[config.mk]
export PLATFORM = sky130hd
export DESIGN_NAME = branch_resolver_flat
export DESIGN_NICKNAME = d
export VERILOG_FILES = /design/src/rtl/branch_resolver_if.sv /design/src/rtl/branch_resolver.sv /design/src/flat_wrapper.sv
export SDC_FILE = /design/constraint.sdc
export NUM_CORES = 1
export LEC_CHECK = 0
export ABC_AREA = 1
export CORE_MARGIN = 4
export CORE_UTILIZATION = 29
export DETAILED_ROUTE_END_ITERATION = 16
export DONT_BUFFER_PORTS = 1
export GPL_ROUTABILITY_DRIVEN = 1
export HOLD_SLACK_MARGIN = 0.15
export PLACE_DENSITY = 0.45
export SYNTH_ARGS = -nofsm -noshare
export SYNTH_HDL_FRONTEND = slang
export SYNTH_SLANG_ARGS = --single-unit
[constraint.sdc]
create_clock -name clk -period 4.8 [get_ports clk]
set_clock_uncertainty 0.15 [all_clocks]
set_input_delay 0.96 -clock clk [delete_from_list [all_inputs] [get_ports clk]]
set_output_delay 0.96 -clock clk [all_outputs]
set_load 0.03 [all_outputs]
[src/rtl/branch_resolver_if.sv]
// Handshake/bus bundle between the branch source, the resolver and the fetch stage.
// The resolver uses the slave modport; the driving environment uses master.
interface branch_resolver_if #(
   parameter int WIDTH = 16,
   parameter int OFF_W = 8
);
   logic             flag_wr;
   logic             flag_in;
   logic             br_valid;
   logic             br_ready;
   logic [1:0]       br_cond;
   logic [WIDTH-1:0] br_pc;
   logic [OFF_W-1:0] br_off;
   logic             redir_valid;
   logic             redir_ready;
   logic [WIDTH-1:0] redir_pc;
   logic             redir_taken;
   logic             flag_q;
   logic [15:0]      taken_cnt;

   modport slave (
      input  flag_wr, flag_in, br_valid, br_cond, br_pc, br_off, redir_ready,
      output br_ready, redir_valid, redir_pc, redir_taken, flag_q, taken_cnt
   );

   modport master (
      output flag_wr, flag_in, br_valid, br_cond, br_pc, br_off, redir_ready,
      input  br_ready, redir_valid, redir_pc, redir_taken, flag_q, taken_cnt
   );
endinterface

[src/rtl/branch_resolver.sv]
// Zero-flag recorder and conditional branch resolver issuing one redirect per accepted branch.
// Optional taken-branch counter enabled by defining BR_STATS_EN.
module branch_resolver #(
   parameter int WIDTH = 16,
   parameter int OFF_W = 8
) (
   input  logic              clk,
   input  logic              reset,
   branch_resolver_if.slave  bus
);

   typedef enum logic [1:0] {
      IDLE      = 2'd0,
      WAIT_FLAG = 2'd1,
      ISSUE     = 2'd2
   } state_t;

   state_t                  state_q, state_d;
   logic                    zflag_q, zflag_d;
   logic [1:0]              cond_q, cond_d;
   logic [WIDTH-1:0]        pc_q, pc_d;
   logic signed [OFF_W-1:0] off_q, off_d;
   logic                    redir_valid_q, redir_valid_d;
   logic [WIDTH-1:0]        redir_pc_q, redir_pc_d;
   logic                    redir_taken_q, redir_taken_d;

   logic                    accept;
   logic                    handoff;
   logic                    resolve;
   logic [1:0]              res_cond;
   logic [WIDTH-1:0]        res_pc;
   logic signed [OFF_W-1:0] res_off;
   logic                    res_taken;

   function automatic logic taken_f(input logic [1:0] cond, input logic zf);
      logic t;
      case (cond)
         2'b00:   t = 1'b1;
         2'b01:   t = zf;
         2'b10:   t = ~zf;
         default: t = 1'b0;
      endcase
      return t;
   endfunction

   // Wraps modulo 2^WIDTH; no saturation on purpose.
   function automatic logic [WIDTH-1:0] target_f(input logic [WIDTH-1:0]        pc,
                                                 input logic signed [OFF_W-1:0] off,
                                                 input logic                    taken);
      logic signed [WIDTH-1:0] off_ext;
      off_ext = taken ? WIDTH'(off) : '0;
      return pc + WIDTH'(1) + $unsigned(off_ext);
   endfunction

   always_comb begin
      accept  = (state_q == IDLE) && bus.br_valid;
      handoff = (state_q == ISSUE) && bus.redir_ready;
   end

   // State register
   always_ff @(posedge clk) begin
      if (reset) begin
         state_q <= IDLE;
      end else begin
         state_q <= state_d;
      end
   end

   // Next-state logic
   always_comb begin
      state_d = state_q;
      case (state_q)
         IDLE: begin
            if (bus.br_valid) begin
               state_d = bus.flag_wr ? WAIT_FLAG : ISSUE;
            end
         end
         WAIT_FLAG: state_d = ISSUE;
         ISSUE: begin
            if (bus.redir_ready) begin
               state_d = IDLE;
            end
         end
         default: state_d = IDLE;
      endcase
   end

   // Output decode: br_ready depends on the state register only
   always_comb begin
      bus.br_ready = (state_q == IDLE);
   end

   assign bus.redir_valid = redir_valid_q;
   assign bus.redir_pc    = redir_pc_q;
   assign bus.redir_taken = redir_taken_q;
   assign bus.flag_q      = zflag_q;

   // A coincident flag write defers resolution to WAIT_FLAG, where the
   // captured request meets the freshly written flag.
   always_comb begin
      zflag_d  = bus.flag_wr ? bus.flag_in : zflag_q;
      cond_d   = accept ? bus.br_cond : cond_q;
      pc_d     = accept ? bus.br_pc : pc_q;
      off_d    = accept ? $signed(bus.br_off) : off_q;

      resolve  = (accept && !bus.flag_wr) || (state_q == WAIT_FLAG);
      res_cond = (state_q == WAIT_FLAG) ? cond_q : bus.br_cond;
      res_pc   = (state_q == WAIT_FLAG) ? pc_q : bus.br_pc;
      res_off  = (state_q == WAIT_FLAG) ? off_q : $signed(bus.br_off);
      res_taken = taken_f(res_cond, zflag_q);

      redir_valid_d = redir_valid_q;
      if (resolve) begin
         redir_valid_d = 1'b1;
      end else if (handoff) begin
         redir_valid_d = 1'b0;
      end
      redir_pc_d    = resolve ? target_f(res_pc, res_off, res_taken) : redir_pc_q;
      redir_taken_d = resolve ? res_taken : redir_taken_q;
   end

   always_ff @(posedge clk) begin
      if (reset) begin
         zflag_q       <= 1'b0;
         redir_valid_q <= 1'b0;
         redir_pc_q    <= '0;
         redir_taken_q <= 1'b0;
      end else begin
         zflag_q       <= zflag_d;
         redir_valid_q <= redir_valid_d;
         redir_pc_q    <= redir_pc_d;
         redir_taken_q <= redir_taken_d;
      end
   end

   // Captured request fields are only read after a valid accept, so they carry no reset.
   always_ff @(posedge clk) begin
      cond_q <= cond_d;
      pc_q   <= pc_d;
      off_q  <= off_d;
   end

`ifdef BR_STATS_EN
   logic [15:0] taken_cnt_q, taken_cnt_d;

   always_comb begin
      taken_cnt_d = (handoff && redir_taken_q) ? taken_cnt_q + 16'd1 : taken_cnt_q;
   end

   always_ff @(posedge clk) begin
      if (reset) begin
         taken_cnt_q <= 16'd0;
      end else begin
         taken_cnt_q <= taken_cnt_d;
      end
   end

   assign bus.taken_cnt = taken_cnt_q;
`else
   assign bus.taken_cnt = 16'd0;
`endif

endmodule

[src/flat_wrapper.sv]
// flat-port wrapper written by rule: the top's interface ports become plain ports
module branch_resolver_flat 
#(
   parameter int WIDTH = 16,
   parameter int OFF_W = 8
)
  (clk, reset, bus_flag_wr, bus_flag_in, bus_br_valid, bus_br_cond, bus_br_pc, bus_br_off, bus_redir_ready, bus_br_ready, bus_redir_valid, bus_redir_pc, bus_redir_taken, bus_flag_q, bus_taken_cnt);
  branch_resolver_if #(.WIDTH(WIDTH), .OFF_W(OFF_W)) bus_i ();
  input  logic clk;
  input  logic reset;
  input wire logic [$bits(bus_i.flag_wr)-1:0] bus_flag_wr;
  input wire logic [$bits(bus_i.flag_in)-1:0] bus_flag_in;
  input wire logic [$bits(bus_i.br_valid)-1:0] bus_br_valid;
  input wire logic [$bits(bus_i.br_cond)-1:0] bus_br_cond;
  input wire logic [$bits(bus_i.br_pc)-1:0] bus_br_pc;
  input wire logic [$bits(bus_i.br_off)-1:0] bus_br_off;
  input wire logic [$bits(bus_i.redir_ready)-1:0] bus_redir_ready;
  output wire logic [$bits(bus_i.br_ready)-1:0] bus_br_ready;
  output wire logic [$bits(bus_i.redir_valid)-1:0] bus_redir_valid;
  output wire logic [$bits(bus_i.redir_pc)-1:0] bus_redir_pc;
  output wire logic [$bits(bus_i.redir_taken)-1:0] bus_redir_taken;
  output wire logic [$bits(bus_i.flag_q)-1:0] bus_flag_q;
  output wire logic [$bits(bus_i.taken_cnt)-1:0] bus_taken_cnt;
  assign bus_i.flag_wr = bus_flag_wr;
  assign bus_i.flag_in = bus_flag_in;
  assign bus_i.br_valid = bus_br_valid;
  assign bus_i.br_cond = bus_br_cond;
  assign bus_i.br_pc = bus_br_pc;
  assign bus_i.br_off = bus_br_off;
  assign bus_i.redir_ready = bus_redir_ready;
  assign bus_br_ready = bus_i.br_ready;
  assign bus_redir_valid = bus_i.redir_valid;
  assign bus_redir_pc = bus_i.redir_pc;
  assign bus_redir_taken = bus_i.redir_taken;
  assign bus_flag_q = bus_i.flag_q;
  assign bus_taken_cnt = bus_i.taken_cnt;
  branch_resolver #(.WIDTH(WIDTH), .OFF_W(OFF_W)) u_core (.clk(clk), .reset(reset), .bus(bus_i));
endmodule
== Word-level counts from Yosys, hierarchy flattened ==
Index checks and enable logic that the tools add are counted.
Storage, ports and cells
  register bits after elaboration: 47
  logic and storage cells: 37
  bits of input ports: 32
Cells by class
  bitwise gates (word level): 1
  eq/ne operators: 6
  muxes and demuxes: 11
  reductions and logical operators: 9
  add/sub/neg operators: 2
Operator list (number)
  two-way mux 16 bit: 2
  adder 16 x 1 -> 16 bit, second input constant: 1
  adder 16 bit: 1
  two-way mux 2 bit: 4
  two-way mux 8 bit: 1
  one-hot mux 2 bit (3 select lines): 1
  == test 2 x 1 -> 1 bit, second input constant: 2
  == test 2 bit, second input constant: 2
  logical NOT 2 bit: 2
  inequality test 2 bit, second input constant: 2
  logical AND 1 bit: 3
  one-hot mux 1 bit (3 select lines): 1
  two-way mux 1 bit: 2
  AND reduction 2 bit: 1
  nonzero test 2 bit: 1
  logical NOT 1 bit: 1
  logical OR 1 bit: 1
  NOT 1 bit: 1

== Logic depth before layout (Yosys ltp) ==
  word-level depth: 6
  depth in mapped cells: 23

== Least setup slack after synthesis ==
OpenSTA, ideal clock, no wires.
  kind: input port to flip-flop
  start: input port bus_br_valid
  end: register u_core.redir_pc_q[5] (netlist: u_core.bus.redir_pc[5])
  stages: 8
  buffers on the path: 1
  data required time: 4533 ps
  arrival: 3028 ps
  library setup time: 117 ps
  setup slack: 1505 ps
  cell sequence: inv_1 -> nor2_1 -> a21oi_2 -> inv_1 -> clkbuf_1 -> nand2_1 -> o221ai_1 -> inv_1
Between the ends
  longest elaborated chain between the ends: 3
Ends and longest elaborated chain
  start: declaration: line flat_wrapper.sv:13  | input wire logic [$bits(bus_i.br_valid)-1:0] bus_br_valid;
  logical AND 1 bit: line branch_resolver.sv:56  | accept = (state_q == IDLE) && bus.br_valid;
  via u_core.accept: line branch_resolver.sv:27  | logic accept;
  logical AND 1 bit: line branch_resolver.sv:106  | resolve = (accept && !bus.flag_wr) || (state_q == WAIT_FLAG);
  logical OR 1 bit: line branch_resolver.sv:106
  end signal: assignment: line branch_resolver.sv:131  | redir_pc_q <= redir_pc_d;
  end: declaration: line branch_resolver.sv:24  | logic [WIDTH-1:0] redir_pc_q, redir_pc_d;
The timed path passes the listed nets, and every way through them passes these cells.
A chain may end at the register's enable or synchronous reset.

== Worst setup path after layout ==
  start: register u_core.state_q[0]
  end: register u_core.redir_pc_q[11] (netlist: u_core.bus.redir_pc[11])
Between the ends
  longest elaborated chain between the ends: 6
  elaborated cells between the ends (all ways): 15
Ends and longest elaborated chain
  start: declaration: line branch_resolver.sv:18  | state_t state_q, state_d;
  start signal: assignment: line branch_resolver.sv:65  | state_q <= state_d;
  parallel branches: the longest is 6 deep, another holds adder 16 x 1 -> 16 bit
Parallel ways; which one is timed is not known.

==> key figures <==
Cells and area
  – Area growth from synthesis to layout: 5.35%
  – Filler instances: ~1100
  – Finished Cell Area: 0.00308 mm²
  – Fraction of layout cells with a size suffix above 1: 9.86%
  – NumNets Final: approximately 400
  – N_diodes: 0
  – Post-Layout Cell Count: between 400 and 500

Power and ir drop
  – PwrDens: about 330 mW/mm²
  – P_leak: between 1.5 and 2 nW
  – VDD IR-drop max: 0.136 mV

Floorplanning
  – Die Width: 108 µm
  – Io pins: between 60 and 70
  – Core region area: 0.00977 mm²
  – Die Span Y: between 100 and 150 µm
  – FP Rows: 36
  – Die area: 0.0117 mm²
  – Initial Util: between 20% and 30%

GRT
  – GRT met2 Usage: 19.4%
  – GR Util met3: 4.24%
  – First-pass GRT wire length: 11300 µm
  – Initial antenna violation count: 0
  – Vias in the first global route: 2184
  – Gr usage total: 12.4%
  – Gr ovfl total: 0
  – Routing usage on met1: 16.4%
  – Most used routing layer: met2
  – Pin count of the biggest net entering global routing: 33

CTS
  – Post-CTS resize count: 0
  – Clock transition at path regs: around 0.09 ns
  – Num CTS Buffers: 5
  – Post-cts hold buffer count: 0
  – CTS H-Tree Depth: 2
  – Setup Buffers After CTS: 0
  – Clk buf depth: 2
  – Clk_lat worst skew: 0.30 ns
  – Sink Count: 47
  – Clock root cell: clkbuf_8
  – CTS tree: done

Timing
  – Tcrit/Tclk final: 73.1%
  – WHS: 0.482 ns
  – Final min period: around 3.5 ns
  – Max Fclk: ~0.28 GHz
  – Max Slew Vio Count: 0
  – Slew HR: 42.7%
  – RSZ-0062 raised after global routing: false
  – Slew at the pin with the worst max-slew slack: 0.859 ns
  – Fin. Hold Viols: 0
  – Total negative slack: 0 ns
  – Final setup fails: 0

Routing
  – Post-DR wirelength/cell: 14.1 µm
  – Via/cell ratio: 4.47
  – Detailed Route WL: 7040 µm
  – Drc violations: 0
  – 1st-iter DRT viols: 62
  – Post-route ant nets: 0
  – Iteration count of the initial detailed-routing pass: 4
  – Vias: 2227

Synthesis
  – Cell area after technology mapping: 0.00292 mm²
  – Area share of the largest cell type after synthesis: 26.7%
  – Number of synthesized register bits: 47
  – Synth async-reset ratio: 0%
  – Syn_area_per_cell: 8.01 µm²
  – Synth cell types: 39
  – Top cells by count, synth: nand2_1, inv_1, edfxtp_1, nand3_1, dfxtp_1
  – Leading post-synthesis cells by cell area: edfxtp_1, dfxtp_1, nand2_1, inv_1, ha_1
  – Most frequent cell after synthesis: nand2_1
  – Synth Instances: 365
  – Ys flop type: edfxtp_1
  – Leading area contributor after synthesis: edfxtp_1
  – Number of flops mapped to enable cells by yosys: 26
  – Seq/Total Area, Yosys: 41.1%
  – Ys Warns: 0

Worst hold path
  – Worst Hold Class: flip-flop to flip-flop
  – Hold path start: u_core.bus.redir_valid

Status
  – Status: finished clean

Place
  – RePlAce Congestion: 0.848
  – PortBufs: 0
  – Placed cells: between 400 and 500
  – DP Wirelength: 5260 µm
  – Placed Area: 0.00300 mm²

Setup path
  – CP max stage delay: 0.48 ns
  – Reg2reg start: u_core.state_q[0]
  – Worst setup path end: u_core.bus.redir_pc[11]
  – Slowest CP cell: dfxtp_1
  – Critical path fanouts, max: 32
  – Arr. time, crit path: 3.57 ns
  – Most frequent CP cell: nand2_1
  – Critical path launch point: u_core.state_q[0]
  – Data required, critical path: 4.86 ns
  – Cells on worst reg2reg path: 21
  – CP Capture Type: flip-flop
  – Worst Setup Path Type: flip-flop to flip-flop
  – Worst r2r dst: u_core.bus.redir_pc[11]
  – CP cell instances: nand2_4 > nand2_1 > nand3_2 > nand2_4 > inv_1 > a21oi_1 > ha_1 > nand2_1 > nor2_1 > a211oi_1 > nor2_1 > nor2_1 > inv_1 > nand2_1 > nand2_2 > nand2_1 > nand2_1 > nand2_1 > nand3_1 > nand2_1 > inv_1
  – Reg2Reg Setup Slack: 1.29 ns
  – Startpoint types: flip-flop

Flow run
  – # Max-Cap Violations: 0
## registers in the layout (all words and copies together), names as in the netlist
name	cells
u_core.bus.redir_pc	16
u_core.pc_q	16
u_core.off_q	8
u_core.cond_q	2
u_core.state_q	2
u_core.bus.flag_q	1
u_core.bus.redir_taken	1
u_core.bus.redir_valid	1
## cell usage in the layout (no fill, tap or decap), types with 2 or more instances in the layout
| cell type | instances |
|---|---|
| o21ai_1 | 2 |
| nor2_2 | 3 |
| clkbuf_1 | 2 |
| o21ai_0 | 20 |
| nand2_2 | 7 |
| a21oi_2 | 2 |
| inv_1 | 51 |
| nand2_1 | 96 |
| nand3_1 | 22 |
| edfxtp_1 | 26 |
| o21bai_1 | 6 |
| ha_1 | 12 |
| conb_1 | 16 |
| dfxtp_1 | 21 |
| nor2_1 | 12 |
| nand4_1 | 4 |
| o21ai_2 | 3 |
| a21oi_1 | 19 |
| nand2_4 | 6 |
| nand3_2 | 4 |
| nor3_1 | 2 |
| a31oi_1 | 3 |
| xor2_1 | 6 |
| clkbuf_8 | 5 |
## routing by layer
| metal | vias up | part of all wire [%] |
|---|---|---|
| li1 | 1150 | - |
| met1 | 1016 | 46 |
| met2 | 54 | 44 |
| met3 | 7 | 8.5 |
| met4 | 0 | 0.95 |
| met5 | - | 0 |
## metrics by stage
step	power, mW	worst slack (ns)	util [%]
2_1_floorplan	0.743	1.50	-
3_3_place_gp	0.790	1.15	30.7
3_5_place_dp	0.790	1.18	30.7
4_1_cts	1.04	1.27	31.5
5_1_grt	1.09	0.843	31.5
6_report	1.02	1.29	31.5
## report_power, final
group | internal, mW | switching (mW) | total (mW)
Combinational | 0.0841 | 0.181 | 0.265
Clock | 0.103 | 0.139 | 0.242
Sequential | 0.462 | 0.0518 | 0.514
Total | 0.649 | 0.372 | 1.02
## critical path: cells and delay by family, from the launching register on
family / cells / cell delay, ns
flip-flops: 1 / 0.48
AND/OR/NAND/NOR: 15 / 1.62
adder cells (fa/ha/maj): 1 / 0.30
AO/OA/AOI/OAI: 2 / 0.56
buffers and inverters: 3 / 0.31
## worst min-delay path by stage
stage	to	slack (ns)	depth (start not counted)
6_report	u_core.bus.redir_valid	0.48	2
5_1_grt	u_core.bus.redir_valid	0.52	2
4_1_cts	u_core.bus.redir_valid	0.49	2
3_5_place_dp	u_core.bus.redir_valid	0.47	2
3_3_place_gp	u_core.bus.redir_valid	0.47	2
2_1_floorplan	u_core.bus.redir_valid	0.43	2
## layout make-up
class                   count  area, µm²  share of cell area, %
clock inverters             1       5.00                  0.163
repair buffers              1       7.51                  0.244
well taps                 133        166                   5.40
clock buffers               7       76.3                   2.48
inverters                  53        204                   6.62
flip-flops and latches     47       1200                   39.0
multi-input cells         256       1420                   46.1
## cell families after synthesis
kind of cell / after synthesis / share of synthesized area, %
multiplexers: 1 / 0.342
AND/OR/NAND/NOR: 159 / 25.7
buffers and inverters: 77 / 12.4
other: 1 / 0.128
flip-flops: 47 / 41.1
adder cells (fa/ha/maj): 13 / 5.82
AO/OA/AOI/OAI: 60 / 12.4
XOR/XNOR: 7 / 2.10
Power figures use the tool's default switching activity.
